### src/rtl/mem_arbiter_if.sv
// Bundle between the request unit, mem_arbiter and the shared RAM port.
// master = the arbiter's view; slave = the requester/RAM environment view.
interface mem_arbiter_if;
  // Request side
  logic        iREN;
  logic [31:0] iaddr;
  logic        dREN;
  logic        dWEN;
  logic [31:0] daddr;
  logic [31:0] dstore;
  logic        iwait;
  logic        dwait;
  logic [31:0] iload;
  logic [31:0] dload;
  // RAM side
  logic        ramREN;
  logic        ramWEN;
  logic [31:0] ramaddr;
  logic [31:0] ramstore;
  logic [31:0] ramload;
  logic [1:0]  ramstate;
  // Statistics
  logic [31:0] icount;
  logic [31:0] dcount;

  modport master (
    input  iREN, iaddr, dREN, dWEN, daddr, dstore, ramload, ramstate,
    output iwait, dwait, iload, dload, ramREN, ramWEN, ramaddr, ramstore,
           icount, dcount
  );

  modport slave (
    output iREN, iaddr, dREN, dWEN, daddr, dstore, ramload, ramstate,
    input  iwait, dwait, iload, dload, ramREN, ramWEN, ramaddr, ramstore,
           icount, dcount
  );
endinterface

### src/rtl/mem_arbiter.sv
// Serialises instruction/data requests onto one RAM port, data first.
// Optional completion counters are built only when MEM_ARB_STATS_EN is defined.
module mem_arbiter (
  input  logic          CLK,
  input  logic          nRST,
  mem_arbiter_if.master bus,
  output logic [1:0]    o_state,
  output logic          o_owner
);

  typedef enum logic [1:0] {
    IDLE = 2'd0,
    DREQ = 2'd1,
    IREQ = 2'd2,
    DONE = 2'd3
  } state_t;

  localparam logic [1:0] RAM_ACCESS = 2'd2;
  localparam logic [1:0] RAM_ERROR  = 2'd3;
  localparam logic       OWN_D      = 1'b0;
  localparam logic       OWN_I      = 1'b1;

  state_t      r_state;
  logic        r_owner;
  logic        r_ren;
  logic        r_wen;
  logic [31:0] r_addr;
  logic [31:0] r_store;
  logic [31:0] r_iload;
  logic [31:0] r_dload;

  logic        w_dreq;
  logic        w_done_i;
  logic        w_done_d;

  assign w_dreq   = bus.dREN | bus.dWEN;
  assign w_done_i = (r_state == DONE) && (r_owner == OWN_I);
  assign w_done_d = (r_state == DONE) && (r_owner == OWN_D);

  // The RAM only ever sees the latched copy, so the requester may wiggle its
  // inputs while a transaction is in flight.
  always_ff @(posedge CLK) begin
    if (!nRST) begin
      r_state <= IDLE;
      r_owner <= OWN_D;
      r_ren   <= 1'b0;
      r_wen   <= 1'b0;
      r_addr  <= '0;
      r_store <= '0;
      r_iload <= '0;
      r_dload <= '0;
    end else begin
      case (r_state)
        IDLE: begin
          if (w_dreq) begin
            r_owner <= OWN_D;
            r_addr  <= bus.daddr;
            r_store <= bus.dstore;
            r_ren   <= bus.dREN;
            r_wen   <= bus.dWEN;
            r_state <= DREQ;
          end else if (bus.iREN) begin
            r_owner <= OWN_I;
            r_addr  <= bus.iaddr;
            r_ren   <= 1'b1;
            r_wen   <= 1'b0;
            r_state <= IREQ;
          end
        end
        DREQ, IREQ: begin
          if (bus.ramstate == RAM_ACCESS) begin
            r_ren   <= 1'b0;
            r_wen   <= 1'b0;
            r_state <= DONE;
            if (r_ren) begin
              if (r_owner == OWN_I) r_iload <= bus.ramload;
              else                  r_dload <= bus.ramload;
            end
          end else if (bus.ramstate == RAM_ERROR) begin
            // Abort; IDLE re-arbitrates and so retries the still-held request.
            r_ren   <= 1'b0;
            r_wen   <= 1'b0;
            r_state <= IDLE;
          end
        end
        DONE:    r_state <= IDLE;
        default: r_state <= IDLE;
      endcase
    end
  end

  assign bus.iwait    = bus.iREN & ~w_done_i;
  assign bus.dwait    = w_dreq & ~w_done_d;
  assign bus.iload    = r_iload;
  assign bus.dload    = r_dload;
  assign bus.ramREN   = r_ren;
  assign bus.ramWEN   = r_wen;
  assign bus.ramaddr  = r_addr;
  assign bus.ramstore = r_store;

  assign o_state = r_state;
  assign o_owner = r_owner;

`ifdef MEM_ARB_STATS_EN
  logic [31:0] r_icount;
  logic [31:0] r_dcount;

  always_ff @(posedge CLK) begin
    if (!nRST) begin
      r_icount <= '0;
      r_dcount <= '0;
    end else begin
      if (w_done_i) r_icount <= r_icount + 32'd1;
      if (w_done_d) r_dcount <= r_dcount + 32'd1;
    end
  end

  assign bus.icount = r_icount;
  assign bus.dcount = r_dcount;
`else
  assign bus.icount = '0;
  assign bus.dcount = '0;
`endif

endmodule
### src/flat_wrapper.sv
// flat-port wrapper written by rule: the top's interface ports become plain ports
module mem_arbiter_flat 
  (CLK, nRST, o_state, o_owner, bus_iREN, bus_iaddr, bus_dREN, bus_dWEN, bus_daddr, bus_dstore, bus_ramload, bus_ramstate, bus_iwait, bus_dwait, bus_iload, bus_dload, bus_ramREN, bus_ramWEN, bus_ramaddr, bus_ramstore, bus_icount, bus_dcount);
  mem_arbiter_if bus_i ();
  input  logic CLK;
  input  logic nRST;
  output logic [1:0] o_state;
  output logic o_owner;
  input wire logic [$bits(bus_i.iREN)-1:0] bus_iREN;
  input wire logic [$bits(bus_i.iaddr)-1:0] bus_iaddr;
  input wire logic [$bits(bus_i.dREN)-1:0] bus_dREN;
  input wire logic [$bits(bus_i.dWEN)-1:0] bus_dWEN;
  input wire logic [$bits(bus_i.daddr)-1:0] bus_daddr;
  input wire logic [$bits(bus_i.dstore)-1:0] bus_dstore;
  input wire logic [$bits(bus_i.ramload)-1:0] bus_ramload;
  input wire logic [$bits(bus_i.ramstate)-1:0] bus_ramstate;
  output wire logic [$bits(bus_i.iwait)-1:0] bus_iwait;
  output wire logic [$bits(bus_i.dwait)-1:0] bus_dwait;
  output wire logic [$bits(bus_i.iload)-1:0] bus_iload;
  output wire logic [$bits(bus_i.dload)-1:0] bus_dload;
  output wire logic [$bits(bus_i.ramREN)-1:0] bus_ramREN;
  output wire logic [$bits(bus_i.ramWEN)-1:0] bus_ramWEN;
  output wire logic [$bits(bus_i.ramaddr)-1:0] bus_ramaddr;
  output wire logic [$bits(bus_i.ramstore)-1:0] bus_ramstore;
  output wire logic [$bits(bus_i.icount)-1:0] bus_icount;
  output wire logic [$bits(bus_i.dcount)-1:0] bus_dcount;
  assign bus_i.iREN = bus_iREN;
  assign bus_i.iaddr = bus_iaddr;
  assign bus_i.dREN = bus_dREN;
  assign bus_i.dWEN = bus_dWEN;
  assign bus_i.daddr = bus_daddr;
  assign bus_i.dstore = bus_dstore;
  assign bus_i.ramload = bus_ramload;
  assign bus_i.ramstate = bus_ramstate;
  assign bus_iwait = bus_i.iwait;
  assign bus_dwait = bus_i.dwait;
  assign bus_iload = bus_i.iload;
  assign bus_dload = bus_i.dload;
  assign bus_ramREN = bus_i.ramREN;
  assign bus_ramWEN = bus_i.ramWEN;
  assign bus_ramaddr = bus_i.ramaddr;
  assign bus_ramstore = bus_i.ramstore;
  assign bus_icount = bus_i.icount;
  assign bus_dcount = bus_i.dcount;
  mem_arbiter u_core (.CLK(CLK), .nRST(nRST), .bus(bus_i), .o_state(o_state), .o_owner(o_owner));
endmodule
### config.mk
export PLATFORM = sky130hd
export DESIGN_NAME = mem_arbiter_flat
export DESIGN_NICKNAME = d
export VERILOG_FILES = /design/src/rtl/mem_arbiter_if.sv /design/src/rtl/mem_arbiter.sv /design/src/flat_wrapper.sv
export SDC_FILE = /design/constraint.sdc
export NUM_CORES = 1
export LEC_CHECK = 0
export ABC_AREA = 1
export BUFFER_PORTS_ARGS = -buffer_cell sky130_fd_sc_hd__buf_2
export CORE_AREA = 2 2 129 131
export CTS_BUF_LIST = sky130_fd_sc_hd__clkbuf_4 sky130_fd_sc_hd__clkbuf_8 sky130_fd_sc_hd__clkbuf_16
export CTS_CLUSTER_DIAMETER = 40
export DETAILED_ROUTE_END_ITERATION = 10
export DIE_AREA = 0 0 131 133
export GPL_TIMING_DRIVEN = 1
export MAX_ROUTING_LAYER = met4
export PLACE_DENSITY = 0.8
export SLEW_MARGIN = 20
export SYNTH_ARGS = -nofsm -noshare
export SYNTH_HDL_FRONTEND = slang
export SYNTH_SLANG_ARGS = --single-unit
export TNS_END_PERCENT = 5
### constraint.sdc
create_clock -name CLK -period 3.8 [get_ports CLK]
set_input_delay 0 -clock CLK [delete_from_list [all_inputs] [get_ports CLK]]
set_output_delay 0 -clock CLK [all_outputs]
set_load 0.05 [all_outputs]
### Yosys cells after proc, flatten, opt, wreduce, memory -nomap -nowiden

Cells that the tools add are included.

| storage, ports and cells | value |
|---|---|
| output and inout bits | 199 |
| word-level logic and storage cells | 49 |
| memory bits (read-only) | 0 |
| bits in writable memories | 0 |
| latch bits | 0 |
| bits of input ports | 135 |
| bits in registers | 133 |
| memories kept | 0 |

| operators by class | value |
|---|---|
| add/sub/neg operators | 0 |
| shift-type cells | 0 |
| multiplexer cells | 16 |
| divide/modulo/power cells | 0 |
| bitwise logic cells | 6 |
| reductions and logical operators | 12 |
| multiply operators | 0 |
| equality and inequality tests | 7 |
| magnitude comparators | 0 |

Operator list:

| operator | count |
|---|---|
| $mux W32 | 2 |
| $eq A2 B2 Y1 const B | 4 |
| $mux W2 | 4 |
| $reduce_and A4 Y1 | 2 |
| $mux W1 | 7 |
| $pmux W2 S3 | 1 |
| $reduce_and A2 Y1 | 3 |
| $pmux W1 S2 | 2 |
| $reduce_bool A2 Y1 | 2 |
| $ne A3 B1 Y1 const B | 1 |
| $ne A3 B2 Y1 const B | 1 |
| $not A1 Y1 | 3 |
| $reduce_and A3 Y1 | 1 |
| $and A1 B1 Y1 | 2 |
| $eq A2 B1 Y1 const B | 1 |
| $logic_and A1 B1 Y1 | 2 |
| $logic_not A2 Y1 | 1 |
| $reduce_or A2 Y1 | 1 |
| $or A1 B1 Y1 | 1 |

### Logic depth before layout (Yosys ltp)

| logic depth | value |
|---|---|
| depth after elaboration | 4 |
| gate-level depth with buffers | 9 |
| mapped depth without buffers | 9 |

### Least setup slack after synthesis

Ideal clock, no wire load.

| path | value |
|---|---|
| path type | flip-flop to output port |
| start | register u_core.r_state[0], in the netlist u_core.o_state[0] |
| end | output bus_iwait |
| cell stages (with the launch flop) | 3 |
| arrival | 1.922 ns |
| setup slack | 1.878 ns |
| required time | 3.800 ns |
| buffers on the path | 0 |
| cells stage by stage | dfxtp_1 -> ha_1 -> a21boi_0 |

| on the way | value |
|---|---|
| cells in the longest elaborated chain, start to end | 4 |

Ends and longest elaborated chain:

| element | RTL line | RTL |
|---|---|---|
| from (decl) | mem_arbiter.sv:23 | `state_t r_state;` |
| from (signal assigned) | mem_arbiter.sv:44 | `r_state <= IDLE;` |
| from (signal assigned) | mem_arbiter.sv:61 | `r_state <= DREQ;` |
| from (signal assigned) | mem_arbiter.sv:67 | `r_state <= IREQ;` |
| $eq A2 B2 Y1 | mem_arbiter.sv:37 | `assign w_done_i = (r_state == DONE) && (r_owner == OWN_I);` |
| $logic_and A1 B1 Y1 | mem_arbiter.sv:37 |  |
| $not A1 Y1 | mem_arbiter.sv:92 | `assign bus.iwait = bus.iREN & ~w_done_i;` |
| $and A1 B1 Y1 | mem_arbiter.sv:92 |  |
| to (decl) | flat_wrapper.sv:17 | `output wire logic [$bits(bus_i.iwait)-1:0] bus_iwait;` |

No other way between the ends.

### Final worst setup path

| path | value |
|---|---|
| start | input bus_dWEN |
| end | register u_core.r_store[28], in the netlist u_core.bus.ramstore[28] |

| on the way | value |
|---|---|
| cells in the longest elaborated chain, start to end | 2 |

Ends and longest elaborated chain:

| element | RTL line | RTL |
|---|---|---|
| from (decl) | flat_wrapper.sv:12 | `input wire logic [$bits(bus_i.dWEN)-1:0] bus_dWEN;` |
| $or A1 B1 Y1 | mem_arbiter.sv:36 | `assign w_dreq = bus.dREN \| bus.dWEN;` |
| $reduce_and A2 Y1 (no source line) | n/a |  |
| to (signal assigned) | mem_arbiter.sv:58 | `r_store <= bus.dstore;` |
| to (decl) | mem_arbiter.sv:28 | `logic [31:0] r_store;` |

No other way between the ends.
A chain may end at the register's enable or synchronous reset.

==> impl_metrics.yaml <==
outcome:
  status: "finished clean"
sta:
  max_freq_ghz: 0.4238
  hold_violations: 0
  fin_crit_sh_pct: 62.09
  finalWorstSetupSlack_ns: 1.440
  period_minus_slack_ns: 2.360
  skew_ns: 0.008941
  slew_headroom_pct: 37.93
  finalMaxSlewViolations: 0
  rsz0062_at_grt: "no"
  setup-violations-final: 0
  tns_ns: 0
  worstMarginPinSlew_ns: 0.9278
logic_synthesis:
  netlist_area_sq_mm: 0.005942
  ys_top_cells_by_count: "nor2_1 (200), nand2_1 (145), dfxtp_1 (133)"
  synth_cell_types: 22
  syn_inst: 822
  yosysTopAreaCell: "dfxtp_1"
  ys_ff_latch: 133
  synth.avg_cell_area_sq_um: 7.229
  netlist_top_cells_area: "dfxtp_1 (45%), nor2_1 (13%), nand2_1 (9.2%)"
  yosysMostFrequentCell: "nor2_1"
  ys.flop_type: "dfxtp_1"
  synthDominantCellAreaShare_pct: 44.81
  ys_async_sr_fraction_pct: 0
  yosys_warnings: 0
  synth_edf_count: 0
  ys_seq_area_share_pct: 44.81
routing:
  viasPerCell: 4.647
  post_drt_wl_per_cell_um: 13.90
  ant_nets: 0
  dr.pass1.iters: 5
  finalWirelength_um: 19820
  drc: 0
  drtIter0Drc: 376
  num_vias: 6627
power_and_ir_drop:
  max-vdd-ir-drop_mv: 0.2918
  leakagePower_nw: 4.659
  total_power_mw: 6.078
  power_density_mw_per_mm2: 671.1
finish:
  syn_to_final_growth_pct: 52.43
  drive_gt1_share_pct: 26.29
  finish.instance_area_sq_mm: 0.009057
  insertedDiodeCount: 0
  final_core_util_pct: 56.01
  final_nets: 1332
clock_network:
  root_buffer: "clkbuf_16"
  clk_latency_ns: 0.41
  holdBufCountCts: 129
  cts_resized: 0
  post_cts.repair.setup_buffers: 0
  cts_buffers: 17
  ctsLongestPathBuffers: 2
  cts.sink_count: 133
  cts.clk_slew.worst_paths_ns: 0.06
  cts_max_level: 4
  cts_tree: "done"
floorplanning:
  dieWidth_um: 131
  io-pin-count: 334
  start_util_pct: 36.74
  core_sq_mm: 0.01617
  fp.dieArea_sq_mm: 0.01742
  rows: 47
  die_y_um: 133
placement:
  gp_congestion: 0.8036
  post-place-ws_ns: 1.293
  place_area_sq_mm: 0.007142
  io_buffers: 269
  hpwlAfterDp_um: 11920
critical_path:
  crit_end: "u_core.bus.ramstore[28]"
  r2r_start: "u_core.o_state[0]"
  cp_slowest_stage_delay_ns: 0.70
  cpMostUsedCell: "nand2_2"
  crit_chain: "dlygate4sd3_1, buf_2, inv_1, nand2_2, nand2_2, o21ai_0, nor2_1"
  worstSetupPathType: "input pin to flop"
  r2r_end: "u_core.bus.dload[14]"
  reg2reg_depth: 8
  crit_arrival_ns: 2.64
  crit_required_ns: 4.08
  path_max_fanout: 49
  crit_start: "bus_dWEN"
  rrSetupSlack_ns: 1.48
  crit_path_start_kind: "input pin"
  crit_path_top_delay_cell: "nand2_2"
  end_kind: "flop"
global_routing:
  grt_pass1_wl_um: 29770
  gr-max-usage-layer: "met2"
  grtUsageMet1_pct: 24.77
  grt_max_degree: 96
  use_met3_pct: 5.782
  grtUsageTotal_pct: 22.16
  grt_pass1_vias: 6116
  antenna_found_initial: 0
  gr-total-overflow: 0
  grt_util_met2_pct: 36.64
worst_hold_path:
  hold_class: "input pin to flop"
flow_run:
  max_cap_violations: 0
==> power by group <==
group	total [mW]	internal, mW	switching, mW	leakage [nW]
Combinational	2.59	0.642	1.95	3.26
Sequential	1.78	1.66	0.125	1.09
Clock	1.71	1.08	0.621	0.304
Total	6.08	3.38	2.70	4.66
==> critical path: cells and delay by family <==
kind / cells / cell delay, ns
and+or+nand+nor: 3 / 1.26
buffers and inverters: 3 / 0.75
AOI/OAI and AO/OA: 1 / 0.59
==> placed cells by master, fill, tap and decap left out, drive strengths merged <==
| cell | Yosys | routed |
|---|---|---|
| ha | 4 | 4 |
| conb | 1 | 64 |
| a21oi | 4 | 4 |
| clkinvlp | 0 | 1 |
| nand3b | 32 | 32 |
| dfxtp | 133 | 133 |
| dlygate4sd3 | 0 | 129 |
| nand2 | 147 | 147 |
| nand4 | 1 | 1 |
| nand3 | 4 | 4 |
| clkinv | 0 | 7 |
| a21boi | 1 | 1 |
| buf | 90 | 277 |
| clkbuf | 27 | 21 |
| inv | 11 | 11 |
| nor2 | 205 | 205 |
| o21ai | 98 | 98 |
| nor3 | 64 | 64 |
| bufinv | 0 | 3 |
==> worst min-delay path by stage <==
| stage | from | end | slack, ns | depth (start not counted) |
|---|---|---|---|---|
| after global placement | bus_dstore[29] | u_core.bus.ramstore[29] | 0.23 | 3 |
| after detailed placement | bus_dstore[26] | u_core.bus.ramstore[26] | 0.24 | 3 |
| final | bus_dREN | u_core.bus.ramREN | 0.03 | 5 |
| after floorplan | bus_ramload[0] | u_core.bus.dload[0] | 0.14 | 2 |
| after CTS | bus_dREN | u_core.bus.ramREN | 0.02 | 5 |
| after global routing | bus_dREN | u_core.bus.ramREN | 0.06 | 5 |
==> metrics by stage <==
step	instances	hold slack (ns)
after floorplan	885	0.1421
after global placement	1265	0.2347
after detailed placement	1265	0.2425
after CTS	1426	0.01575
after global routing	1426	0.06302
final	1426	0.02555
==> sequential cells by signal, indices dropped and copies added (netlist names) <==
name,count
u_core.o_state,2
u_core.bus.dload,32
u_core.bus.ramaddr,32
u_core.bus.ramWEN,1
u_core.bus.ramstore,32
u_core.bus.ramREN,1
u_core.o_owner,1
u_core.bus.iload,32
==> layout make-up <==
type,instances,area [sq um]
fillers,1424,7114
multi-input cells,624,2759
repair buffers,406,2700
flip-flops and latches,133,2663
clock buffers,21,467.9
well taps,220,275.3
clock inverters,11,151.4
inverters,11,41.29
==> routing by layer <==
layer	vias to the layer above	routed length, um
li1	3244	-
met4	0	675
met5	-	0
met3	54	1412
met2	305	9689
met1	3024	8045
==> logic make-up after synthesis <==
logic type                 Yosys count  share of synthesized area, %
and+or+nand+nor                    453                         32.74
DFF                                133                         44.81
buffers and inverters              128                         12.82
AOI/OAI and AO/OA                  103                         8.718
adders and majority gates            4                        0.8423
other                                1                       0.06311
(Power assumes the default switching activity.)
